### src/rtl/reg_file_sb.sv
// Register file with a pending-write scoreboard: destinations are reserved at issue
// and released at writeback; reads bypass same-cycle writeback data.

module reg_file_sb_rd_port #(
    parameter int XLEN  = 32,
    parameter int NREGS = 32,
    parameter int AW    = 5
) (
    input  logic [AW-1:0]               rd_addr,
    input  logic [NREGS-1:0][XLEN-1:0]  regs,
    input  logic [NREGS-1:0]            pending,
    input  logic                        wb_valid,
    input  logic [AW-1:0]               wb_rd,
    input  logic [XLEN-1:0]             wb_data,
    output logic [XLEN-1:0]             rd_data,
    output logic                        rd_busy
);
    logic addr_zero;
    logic wb_match;

    always_comb begin
        addr_zero = (rd_addr == '0);
        wb_match  = wb_valid && (wb_rd == rd_addr) && !addr_zero;
        rd_data   = regs[rd_addr];
        if (addr_zero) rd_data = '0;
        if (wb_match)  rd_data = wb_data;
        // A writeback landing this cycle already satisfies the dependency.
        rd_busy   = pending[rd_addr] && !wb_match && !addr_zero;
    end
endmodule

module reg_file_sb #(
    parameter  int XLEN  = 32,
    parameter  int NREGS = 32,
    parameter  int NRD   = 2,
    localparam int AW    = $clog2(NREGS)
) (
    input  logic                 Clock,
    input  logic                 nReset,
    input  logic [NRD*AW-1:0]    rdAddr,
    output logic [NRD*XLEN-1:0]  rdData,
    output logic [NRD-1:0]       rdBusy,
    input  logic                 issueValid,
    input  logic [AW-1:0]        issueRd,
    output logic                 issueReady,
    input  logic                 wbValid,
    input  logic [AW-1:0]        wbRd,
    input  logic [XLEN-1:0]      wbData,
    output logic [AW:0]          pendCount,
    output logic                 wbErr
);
    if (XLEN < 8 || NREGS < 4 || (1 << AW) != NREGS || NRD < 1 || NRD > 4) begin : g_param_chk
        $error("reg_file_sb: illegal parameter combination");
    end

    logic [NREGS-1:0][XLEN-1:0] regs_q, regs_d;
    logic [NREGS-1:0]           pending_q, pending_d;
    logic [AW:0]                pend_count_q, pend_count_d;
    logic                       wb_err_q, wb_err_d;

    logic wb_hit;
    logic wb_clr;
    logic issue_set;

    always_comb begin
        wb_hit     = wbValid && (wbRd != '0);
        wb_clr     = wb_hit && pending_q[wbRd];
        issueReady = (issueRd == '0) || !pending_q[issueRd] || (wbValid && (wbRd == issueRd));
        issue_set  = issueValid && issueReady && (issueRd != '0);

        regs_d    = regs_q;
        pending_d = pending_q;
        if (wb_hit) begin
            regs_d[wbRd]    = wbData;
            pending_d[wbRd] = 1'b0;
        end
        // Set after clear so a same-cycle re-issue keeps the register reserved.
        if (issue_set) pending_d[issueRd] = 1'b1;
        regs_d[0]    = '0;
        pending_d[0] = 1'b0;

        pend_count_d = pend_count_q;
        case ({issue_set, wb_clr})
            2'b10:   pend_count_d = pend_count_q + 1'b1;
            2'b01:   pend_count_d = pend_count_q - 1'b1;
            default: pend_count_d = pend_count_q;
        endcase

        wb_err_d = wb_hit && !pending_q[wbRd];
    end

    always_ff @(posedge Clock or negedge nReset) begin
        if (!nReset) begin
            regs_q       <= '0;
            pending_q    <= '0;
            pend_count_q <= '0;
            wb_err_q     <= 1'b0;
        end else begin
            regs_q       <= regs_d;
            pending_q    <= pending_d;
            pend_count_q <= pend_count_d;
            wb_err_q     <= wb_err_d;
        end
    end

    assign pendCount = pend_count_q;
    assign wbErr     = wb_err_q;

    for (genvar i = 0; i < NRD; i++) begin : g_rd
        reg_file_sb_rd_port #(
            .XLEN  (XLEN),
            .NREGS (NREGS),
            .AW    (AW)
        ) u_port (
            .rd_addr  (rdAddr[i*AW +: AW]),
            .regs     (regs_q),
            .pending  (pending_q),
            .wb_valid (wbValid),
            .wb_rd    (wbRd),
            .wb_data  (wbData),
            .rd_data  (rdData[i*XLEN +: XLEN]),
            .rd_busy  (rdBusy[i])
        );
    end
endmodule

### config.mk
export PLATFORM = sky130hd
export DESIGN_NAME = reg_file_sb
export DESIGN_NICKNAME = d
export VERILOG_FILES = /design/src/rtl/reg_file_sb.sv
export SDC_FILE = /design/constraint.sdc
export NUM_CORES = 2
export LEC_CHECK = 0
export BUFFER_PORTS_ARGS = -buffer_cell sky130_fd_sc_hd__buf_2
export CORE_ASPECT_RATIO = 1.5
export CORE_UTILIZATION = 64
export CTS_BUF_LIST = sky130_fd_sc_hd__clkbuf_16
export CTS_CLUSTER_SIZE = 10
export DETAILED_ROUTE_END_ITERATION = 6
export GPL_ROUTABILITY_DRIVEN = 0
export PLACE_DENSITY_LB_ADDON = 0.3
export SLEW_MARGIN = 15
export SYNTH_ARGS = -nofsm -noshare
export SYNTH_HDL_FRONTEND = slang
export SYNTH_HIERARCHICAL = 1
export SYNTH_SLANG_ARGS = --single-unit
export TNS_END_PERCENT = 10
### constraint.sdc
create_clock -name Clock -period 4.03 [get_ports Clock]
set_input_delay 0.6045 -clock Clock [delete_from_list [all_inputs] [get_ports Clock]]
set_output_delay 0.6045 -clock Clock [all_outputs]
set_load 0.1 [all_outputs]
## After elaboration in Yosys (flattened, before gate mapping)

Index checks and enable logic that the tools add are counted.

| word-level totals | value |
|---|---|
| bits in latches | 0 |
| output and inout port bits | 74 |
| bits of input ports | 56 |
| memory bits (writable) | 0 |
| memories kept | 0 |
| bits in read-only memories | 0 |
| bits in registers | 1,030 |

| cells by class | value |
|---|---|
| order comparisons | 6 |
| $mul | 0 |
| add/sub/neg operators | 2 |
| div/mod/pow operators | 0 |
| bitwise operators | 3 |
| shift-type cells | 0 |
| equal/unequal tests | 5 |
| multiplexer cells | 26 |
| reductions and logical operators | 30 |

Operator list:

| kind | count |
|---|---|
| bitwise mux 1024 bit | 1 |
| binary-select mux 32 bit (select 5 bit) | 2 |
| 2-to-1 mux 32 bit | 9 |
| demux 32 bit (select 5 bit) | 1 |
| AND 32 bit | 1 |
| NOT 32 bit | 1 |
| OR 32 bit | 1 |
| less-than comparator 5 x 6 -> 1 bit, second input constant | 4 |
| binary-select mux 1 bit (select 5 bit) | 4 |
| logical AND 1 bit | 16 |
| == test 5 bit | 3 |
| logical NOT 5 bit | 3 |
| one-hot mux 6 bit (2 select lines) | 1 |
| demux 1 bit (select 5 bit) | 2 |
| greater-or-equal comparator 5 x 1 -> 1 bit, second input constant | 2 |
| nonzero test 5 bit | 2 |
| adder 6 x 1 -> 6 bit, second input constant | 1 |
| logical NOT 1 bit | 6 |
| 2-to-1 mux 1 bit | 6 |
| subtractor 6 x 1 -> 6 bit, second input constant | 1 |
| == test 2 x 1 -> 1 bit, second input constant | 1 |
| == test 2 bit, second input constant | 1 |
| logical OR 1 bit | 2 |
| nonzero test 2 bit | 1 |

## Logic depth before layout (Yosys ltp)

| depth | value |
|---|---|
| word-level depth | 9 |
| mapped depth | 16 |
| depth with buffers taken out | 13 |

## Modules after synthesis

Netlist, hierarchy kept.

Modules (own cells, without submodules):

| module | instances | cells each | area each (um^2) |
|---|---|---|---|
| reg_file_sb | 1 | 2,482 | 39,882.0 |
| reg_file_sb_rd_port | 2 | 865 | 9,308.9 |

## Least setup slack after synthesis

No wires, ideal clock.

| timing | value |
|---|---|
| path type | input port to output port |
| start point | input port rdAddr[2] |
| end point | output port rdBusy[0] |
| arrival time | 3,812 ps |
| setup slack | -387 ps |
| stages | 9 |
| cell sequence | buf_2 > buf_4 > buf_4 > buf_2 > nor2b_1 > a22oi_1 > a31oi_1 > a21oi_1 > nor3_1 |

| on the way | value |
|---|---|
| cells in the longest elaborated chain, start to end | 6 |
| elaborated cells between the ends (all ways) | 10 |
| those cells by class | 1 x eq/ne; 2 x mux; 7 x reduce/logical |

Ends and longest elaborated chain:

| item | RTL line | source |
|---|---|---|
| start, declared | 40 | `input logic [NRD*AW-1:0] rdAddr,` |
| parallel branches: the longest is 5 deep, another holds binary-select mux 1 bit (select 5 bit) | n/a |  |
| logical AND 1 bit * | 28 | `rd_busy = pending[rd_addr] && !wb_match && !addr_zero;` |
| end, declared | 42 | `output logic [NRD-1:0] rdBusy,` |

Every way passes the cells marked *. The select of a mux whose other input is x is not followed.

## Worst setup path in the final report

| timing | value |
|---|---|
| start point | input port rdAddr[1] |
| end point | output port rdData[25] |

| on the way | value |
|---|---|
| cells in the longest elaborated chain, start to end | 4 |
| elaborated cells between the ends (all ways) | 9 |
| those cells by class | 1 x eq/ne; 4 x mux; 4 x reduce/logical |

Ends and longest elaborated chain:

| item | RTL line | source |
|---|---|---|
| binary-select mux 32 bit (select 5 bit) (tied with other cells) | 24 | `rd_data = regs[rd_addr];` |
| 2-to-1 mux 32 bit (not written as such) (tied with other cells) | 24 |  |
| 2-to-1 mux 32 bit or logical AND 1 bit (tied branches) | 25, 23 |  |
| 2-to-1 mux 32 bit * | 26 | `if (wb_match) rd_data = wb_data;` |
| end, declared | 41 | `output logic [NRD*XLEN-1:0] rdData,` |

Mark *: on every way between the ends. The rest lies on a longest branch, timed or not. The select of a mux whose other input is x is not followed.

==> metrics <==
status=complete, no violations; LEAKAGE=28.6 nW; final cell count without fillers=5445; Period minus WS final=3760 ps; final worst-path cycle share=between 90% and 100%; Post-Place Setup Slack=353 ps; starting density of the core=between 60% and 70%; RSZ-0062 raised after global routing=false; Hold WS=287 ps; All-Layer GR Usage=39.9%; Area Growth Syn to Fin=11.0%; DRT iter0 DRCs=4187; Clk pin slew, worst setup/hold paths=60 ps; CTS H-tree lvls=3; top cells by area, synth=dfrtp_1, mux2_2, mux4_2, mux2i_1, o221ai_1; Die Wd=roughly 250 um; largest net degree at the start of global routing=96; Pwr Density=488 nW/um2; HP Class=primary input to flop; nature of the critical path startpoint=primary input; dpl cells=5319; logic gate share of total power=26.7%; per-cell routed wire length=about 34 um; fmax=approximately 270 MHz; r2r setup slk=820 ps; internal power=0.0218 W; share of layout cells above drive strength 1=48.0%; RR Endpoint=pendCount[4]; number of CTS-inserted buffers=113; max_cap viols=0; FF-to-FF path depth=13; I/O Pins=130; largest area contributor in the netlist=dfrtp_1; DIE AREA=slightly above 90000 um2; Setup CP Type=primary input to output port; Final #Nets=4330; final worst clock skew=8.75 ps; count of final hold-check violations=0; Crit Path Max Fanout=23; number of remaining DRC errors=0; Most used DFF post-synth=dfrtp_1; Synth async-reset ratio=100%; clock sink count=about 1000; Antenna Cells=0; Peak VDD IR=0.433 mV; Slew Viols, Final=0; worst setup path start=rdAddr[1]; Critical Path End=rdData[25]; first-pass GRT wire length=273 mm; Seq/Total Area, Yosys=44.1%; switching power=around 0.01 W; CTS tree=yes; total chip power=about 0.032 W; sequential share of power=around 45%; initial antenna violation count=3; first-pass iteration count of the detailed router=6; final WL=183 mm; Util after Layout=71.9%; power share of the clock group=28.8%; grt ovf=0; number of port buffers=129; Synthesis Warnings=6; Via-to-Cell Ratio=7.50; final setup margin=about 270 ps; endpoints failing setup=0; CTS Root Cell=clkbuf_16; Avg Inst Size Synth=13.9 um2; post-CTS setup buffer count=0; fillers=5891; FF+latch count, synth=1030; share of the synthesized area in the top cell type=between 40% and 50%; crit path capture type=output port; vias in the first global route=42985; DIE HEIGHT=between 300 and 400 um; commonest non-fill, non-tap cells in the layout=mux2_2, dfrtp_1, mux4_2; core area=90400 um2; Crit path required time=between 3000 and 4000 ps; Sw Share=31.2%; reg-to-reg critical path startpoint=pending_q[7]; most common cell after layout, fill and taps aside=mux2_2; Post-Syn Instances=4212; clk_lat worst skew=740 ps; Worst slew margin=34.1%; Post-synth EDFFs=0; synth unique cells=68; Post-DP HPWL=113 mm; Clock Path Buffers=3; # rows=135; Routed Antenna Nets=0; Worst EP arrival=3160 ps; Vias=40816; Worst-Margin Slew=988 ps; Cell Area, Synth=a little under 60000 um2
==> cell type report <==
cell class | count | area [um2] | area share, %
inverters | 14 | 52.6 | 0.0809
clock inverters | 9 | 87.6 | 0.135
clock buffers | 116 | 2900 | 4.47
flip-flops and latches | 1030 | 25800 | 39.7
well taps | 1164 | 1460 | 2.24
repair buffers | 333 | 3920 | 6.03
multi-input cells | 2779 | 30800 | 47.4
==> metal layers <==
metal  wire (um)  vias up  global-route usage (%)  part of all wire, %
li1            -    16273                       -                    -
met4       14800        6                    29.9                  8.1
met3       15900      866                    7.56                  8.7
met5          35        -                       0                0.019
met1       63100    21202                    47.2                   35
met2       88800     2469                    65.2                   49
==> power groups by stage <==
stage	Sequential (W)	Combinational, W	Clock (W)
6_report	0.0141	0.00845	0.00912
5_1_grt	0.0143	0.00885	0.00957
4_1_cts	0.0140	0.00841	0.00918
3_5_place_dp	0.0142	0.00835	0
3_3_place_gp	0.0140	0.00815	0
2_1_floorplan	0.0138	0.00606	0
==> repair_timing <==
action,in CTS,in global routing
gates resized for setup,0,0
hold buffers,1,0
endpoints found under the hold margin,43,0
==> worst max-delay path, stage by stage <==
cell and delay (ps):
buf_8 280, or2_2 540, buf_4 360, o22ai_1 90
or3_1 310, a211o_1 350, o21ai_1 360, buf_12 230
==> metrics by stage <==
| stage | TNS, ps | area, um2 |
|---|---|---|
| floorplan | -387 | 58700 |
| CTS | 0 | 65000 |
| global route | 0 | 65000 |
| detailed placement | 0 | 62000 |
| global placement | 0 | 62000 |
| finish | 0 | 65000 |
==> worst min-delay path by stage <==
stage	startpoint	to	slack, ps	cells after the start
5_1_grt	wbValid	wbErr	300	2
2_1_floorplan	nReset	pendCount[0]	310	0
3_5_place_dp	pendCount[5]	pendCount[5]	480	1
6_report	wbValid	wbErr	290	2
4_1_cts	wbValid	wbErr	250	2
3_3_place_gp	pendCount[5]	pendCount[5]	460	1
==> logic make-up (layout without fill, tap and decap cells) <==
group | Yosys count | count (layout) | share of synthesized area [%]
flops | 1030 | 1030 | 44.1
mux | 1742 | 1742 | 39.9
xor+xnor | 16 | 16 | 0.240
fa+ha+maj | 3 | 3 | 0.0642
buf+inv | 468 | 472 | 4.11
other cells | 1 | 66 | 0.00641
compound gates | 596 | 596 | 8.12
simple gates | 356 | 356 | 3.46
==> sequential cells by signal, summed over array words and instances (netlist names) <==
name,count
pendCount,6
pending_q,31
regs_q,992
wbErr,1
==> Yosys cell counts (35+ instances only) <==
| cell type | n |
|---|---|
| mux2_4 | 58 |
| nor2b_1 | 69 |
| a211oi_1 | 62 |
| o221ai_1 | 126 |
| clkbuf_1 | 173 |
| buf_4 | 35 |
| dfrtp_1 | 1030 |
| mux2i_1 | 277 |
| a211o_1 | 63 |
| mux4_2 | 344 |
| a21oi_1 | 70 |
| or3_1 | 67 |
| nand2_1 | 115 |
| mux2_2 | 1063 |
| o22ai_1 | 69 |
| o21ai_1 | 84 |
| buf_6 | 38 |
| a221oi_2 | 60 |
| buf_2 | 184 |
Note: power is estimated with default switching activity, not from simulation.
